[src/rtl/mem_port_arbiter_pkg.sv]
// Shared types for the fetch/data memory port arbiter.
// Latency: n/a (types and constants only).
// Backpressure: n/a.
package mem_port_arbiter_pkg;

  // Arbiter ownership of the single memory port
  typedef enum logic [1:0] {
    ARB_IDLE   = 2'd0,
    ARB_WAIT_I = 2'd1,
    ARB_WAIT_D = 2'd2
  } arb_state_e;

  // Consecutive data grants tolerated while a fetch is waiting
  localparam int ARB_MAX_DATA_STREAK = 4;

endpackage

[src/rtl/mem_port_arbiter.sv]
// Shares one single-ported memory between fetch (read-only) and data (load/store), one transaction in flight.
// Latency: request to mem_req is combinational; the response is forwarded combinationally (0 added cycles).
// Backpressure: gnt follows mem_gnt for the selected requester only; no new grant while a response is pending.
module mem_port_arbiter
  import mem_port_arbiter_pkg::*;
#(
  parameter int ADDR_WIDTH      = 32,
  parameter int DATA_WIDTH      = 32,
  parameter int MAX_DATA_STREAK = ARB_MAX_DATA_STREAK
) (
  input  logic                    clk,
  input  logic                    reset,
  input  logic                    flush,
  input  logic                    if_req,
  input  logic [ADDR_WIDTH-1:0]   if_addr,
  output logic                    if_gnt,
  output logic                    if_rvalid,
  output logic [DATA_WIDTH-1:0]   if_rdata,
  input  logic                    d_req,
  input  logic                    d_we,
  input  logic [DATA_WIDTH/8-1:0] d_be,
  input  logic [ADDR_WIDTH-1:0]   d_addr,
  input  logic [DATA_WIDTH-1:0]   d_wdata,
  output logic                    d_gnt,
  output logic                    d_rvalid,
  output logic [DATA_WIDTH-1:0]   d_rdata,
  output logic                    mem_req,
  output logic                    mem_we,
  output logic [DATA_WIDTH/8-1:0] mem_be,
  output logic [ADDR_WIDTH-1:0]   mem_addr,
  output logic [DATA_WIDTH-1:0]   mem_wdata,
  input  logic                    mem_gnt,
  input  logic                    mem_rvalid,
  input  logic [DATA_WIDTH-1:0]   mem_rdata,
  output logic                    proto_err
);

  localparam int SW = $clog2(MAX_DATA_STREAK + 1);
  localparam logic [SW-1:0] STREAK_MAX = SW'(MAX_DATA_STREAK);

  arb_state_e    state_q, state_d;
  logic [SW-1:0] streak_q, streak_d;
  logic          drop_q, drop_d;
  logic          proto_err_q, proto_err_d;

  logic sel_i, sel_d;   // requester driving the memory port this cycle
  logic resp_i, resp_d; // memory response belongs to fetch / data

  // Next-state logic and requester selection; everything is forced idle during reset
  always_comb begin
    state_d = state_q;
    sel_i   = 1'b0;
    sel_d   = 1'b0;
    resp_i  = 1'b0;
    resp_d  = 1'b0;
    case (state_q)
      ARB_IDLE: begin
        if (d_req && (!if_req || (streak_q < STREAK_MAX))) begin
          sel_d = 1'b1;
        end else if (if_req) begin
          sel_i = 1'b1;
        end
        if (mem_gnt && sel_d) begin
          state_d = ARB_WAIT_D;
        end else if (mem_gnt && sel_i) begin
          state_d = ARB_WAIT_I;
        end
      end
      ARB_WAIT_I: begin
        if (mem_rvalid) begin
          resp_i  = 1'b1;
          state_d = ARB_IDLE;
        end
      end
      ARB_WAIT_D: begin
        if (mem_rvalid) begin
          resp_d  = 1'b1;
          state_d = ARB_IDLE;
        end
      end
      default: state_d = ARB_IDLE;
    endcase
    if (reset) begin
      sel_i   = 1'b0;
      sel_d   = 1'b0;
      resp_i  = 1'b0;
      resp_d  = 1'b0;
      state_d = ARB_IDLE;
    end
  end

  // Port muxes: the selected requester drives the memory, responses go to the owner
  always_comb begin
    mem_req   = sel_i | sel_d;
    mem_we    = sel_d & d_we;
    mem_be    = sel_d ? d_be : (sel_i ? '1 : '0);
    mem_addr  = sel_d ? d_addr : (sel_i ? if_addr : '0);
    mem_wdata = sel_d ? d_wdata : '0;
    if_gnt    = sel_i & mem_gnt;
    d_gnt     = sel_d & mem_gnt;
    // A flush arriving together with the response kills it as well
    if_rvalid = resp_i & ~drop_q & ~flush;
    if_rdata  = resp_i ? mem_rdata : '0;
    d_rvalid  = resp_d;
    d_rdata   = resp_d ? mem_rdata : '0;
    proto_err = proto_err_q & ~reset;
  end

  // Streak, drop and protocol-error next values
  always_comb begin
    streak_d = streak_q;
    if (!if_req || if_gnt) begin
      streak_d = '0;
    end else if (d_gnt && (streak_q < STREAK_MAX)) begin
      streak_d = streak_q + 1'b1;
    end

    drop_d = drop_q;
    if (resp_i) begin
      // The killed response has been consumed; the next fetch is clean
      drop_d = 1'b0;
    end else if (flush && ((state_q == ARB_WAIT_I) || if_gnt)) begin
      drop_d = 1'b1;
    end

    proto_err_d = proto_err_q;
    if ((state_q == ARB_IDLE) && mem_rvalid) begin
      proto_err_d = 1'b1;
    end
  end

  // State register
  always_ff @(posedge clk) begin
    if (reset) begin
      state_q <= ARB_IDLE;
    end else begin
      state_q <= state_d;
    end
  end

  // Streak counter, drop flag and sticky protocol error
  always_ff @(posedge clk) begin
    if (reset) begin
      streak_q    <= '0;
      drop_q      <= 1'b0;
      proto_err_q <= 1'b0;
    end else begin
      streak_q    <= streak_d;
      drop_q      <= drop_d;
      proto_err_q <= proto_err_d;
    end
  end

endmodule
[config.mk]
export PLATFORM = sky130hd
export DESIGN_NAME = mem_port_arbiter
export DESIGN_NICKNAME = d
export VERILOG_FILES = /design/src/rtl/mem_port_arbiter_pkg.sv /design/src/rtl/mem_port_arbiter.sv
export SDC_FILE = /design/constraint.sdc
export NUM_CORES = 1
export LEC_CHECK = 0
export BUFFER_PORTS_ARGS = -buffer_cell sky130_fd_sc_hd__buf_2
export CORE_AREA = 2 2 110 112
export CTS_BUF_LIST = sky130_fd_sc_hd__clkbuf_8
export DETAILED_ROUTE_END_ITERATION = 6
export DIE_AREA = 0 0 112 114
export SYNTH_ARGS = -nofsm -noshare
export SYNTH_HDL_FRONTEND = slang
export SYNTH_SLANG_ARGS = --single-unit
[constraint.sdc]
create_clock -name clk -period 3.4 [get_ports clk]
set_clock_uncertainty 0.1 [all_clocks]
set_input_delay 0 -clock clk [delete_from_list [all_inputs] [get_ports clk]]
set_output_delay 0 -clock clk [all_outputs]
set_load 0.01 [all_outputs]
==> results.tsv <==
metric	value	unit
critPathRequiredTime	3.30	ns
synth_edf_count	0	
slew_viol_final	0	
slew_headroom	42.0	%
final.setup.worst_slack	1.11	ns
cap_violations	0	
layout_common_cells	buf_2 (278), and2_1 (98), a22o_1 (32), dfxtp_1 (7), nand2_1 (5)	
cts_root_buf	clkbuf_8	
antenna_found_initial	0	
end_kind	primary output	
fin_setup_tns	0	ns
worstPathArrival	2.19	ns
dieArea	12800	µm²
critical_path_class	flop to primary output	
io-pin-count	279	
rsz0062_at_grt	no	
grt_max_degree	38	
cts_setup_buffers	0	
drt_iter0_markers	178	
wl	8960	µm
synth_cell_type_count	31	
grt_pass1_wl	12400	µm
clock-sinks	7	
hold_class	primary input to flop	
ir_worst_vdd	74.8	µV
setup_violations	0	
syn-num-nets	346	
clock_latency	0.23	ns
min_period_over_period	67.5	%
h-tree-depth	1	
path_clk_slew	0.04	ns
fin_nets	617	
vias_per_cell	4.11	
hold_depth	3	
rr_startpoint	state_q[0]	
drive_above_1_share	62.1	%
min_period	2.29	ns
grt_pass1_vias	2212	
routabilityCongestion	0.779	
portBuffers	278	
max_freq	0.436	GHz
min_from	mem_rvalid	
cp-start-kind	flop	
synth_ff_type	dfxtp_1	
ys_seq_elements	7	
core_area	11700	µm²
hpwl	7660	µm
synth.avg_cell_area	7.51	µm²
dpl_worst_slack	1.35	ns
wl_per_cell	14.5	µm
postSynthCellCount	202	
drc	0	
r2r_cells	5	
cts_tree	done	
syn-cell-area	1520	µm²
cp_max_fo	25	
status	finished clean	
ys_seq_area_share	9.24	%
diodes	0	
grt_overflow_total	0	
placementRows	40	
dieWidth	112	µm
ctsLongestPathBuffers	2	
mostFrequentLayoutCell	buf_2	
drt-pass1-iter-count	5	
syn2layout_area_growth	101	%
crit_start	state_q[0]	
grt_use_total	12.3	%
synthArstFlopShare	0	%
tightest_slew	0.869	ns
initial_core_util	12.9	%
hold_viol	0	
vias	2547	
synth_warnings	0	
power_density	165	nW/µm²
ant_nets	0	
die_h	114	µm
cts_made_buffers	3	
p_leak	1.97	nW
## per-stage QoR
| stage | hold WS [ns] | std cells | total power, mW | utilization [%] | area, µm² |
|---|---|---|---|---|---|
| 3_3_place_gp | 0.182 | 613 | 0.387 | 25.5 | 2990 |
| 2_1_floorplan | -0.0276 | 202 | 0.228 | - | 1520 |
| 5_1_grt | 0.0428 | 619 | 0.542 | 26.1 | 3050 |
| 6_report | 0.0271 | 619 | 0.503 | 26.1 | 3050 |
| 3_5_place_dp | 0.188 | 613 | 0.385 | 25.5 | 2990 |
| 4_1_cts | 0.0196 | 619 | 0.509 | 26.1 | 3050 |
## report_power, final
group | total [mW] | switching (mW) | leakage, nW | internal [mW]
Sequential | 0.0877 | 0.00196 | 0.0570 | 0.0858
Clock | 0.118 | 0.0401 | 0.0269 | 0.0784
Combinational | 0.297 | 0.148 | 1.89 | 0.149
Total | 0.503 | 0.190 | 1.97 | 0.313
## sequential cells by signal (all words and copies together) (netlist names)
signal	flops
proto_err_q	1
state_q	2
drop_q	1
streak_q	3
## kinds of logic (layout without fill, tap and decap cells)
group,Yosys count,after routing,synth area share (%)
fa+ha+maj,4,4,3.30
flops,7,7,9.24
compound gates,49,49,26.7
buf+inv,20,290,9.16
simple gates,122,122,51.6
## final timing paths
path | to | slack [ns]
worst max-delay path | mem_addr[22] | 1.11
worst min register to register | streak_q[1] | 0.37
worst max register to register | proto_err_q | 1.73
worst min-delay path | drop_q | 0.03
## layer usage
metal	share of wire (%)	up-vias	track usage, %
met5	0	-	0
met4	0.66	0	2.20
met3	14	9	4.04
met2	44	191	20.2
met1	41	1111	16.1
li1	-	1236	-
## Yosys cell counts (2+ instances only)
master,instances,area (µm²)
and2b_1,2,15.0
nor3_1,2,10.0
a22o_1,32,280
a21oi_1,4,20.0
clkbuf_2,3,15.0
and4b_1,2,20.0
inv_1,3,11.3
a21o_2,4,35.0
and3b_1,2,17.5
buf_6,8,90.1
and2_1,98,613
nand2_1,5,18.8
o31ai_1,3,22.5
nor2_1,3,11.3
dfxtp_1,7,140
clkbuf_1,6,22.5
ha_1,4,50.1
## area by class of cell
cell class | count | area (µm²)
Fill cell | 1339 | 8660
Timing Repair Buffer | 283 | 1430
Multi-Input combinational cell | 175 | 1240
Tap cell | 147 | 184
Sequential cell | 7 | 140
Clock buffer | 3 | 41.3
Inverter | 3 | 11.3
Clock inverter | 1 | 3.75
## worst max-delay path: stages, from the launching register on
cell	delay [ns]
dfxtp_1	0.31
inv_1	0.09
ha_1	0.29
and4b_2	0.56
buf_4	0.35
a22o_1	0.21
buf_2	0.14
## what timing repair did
action | in CTS | in global routing
hold buffers | 2 | 0
gates resized for setup | 0 | 0
hold endpoints to repair | 1 | 0
(Power assumes the default switching activity.)
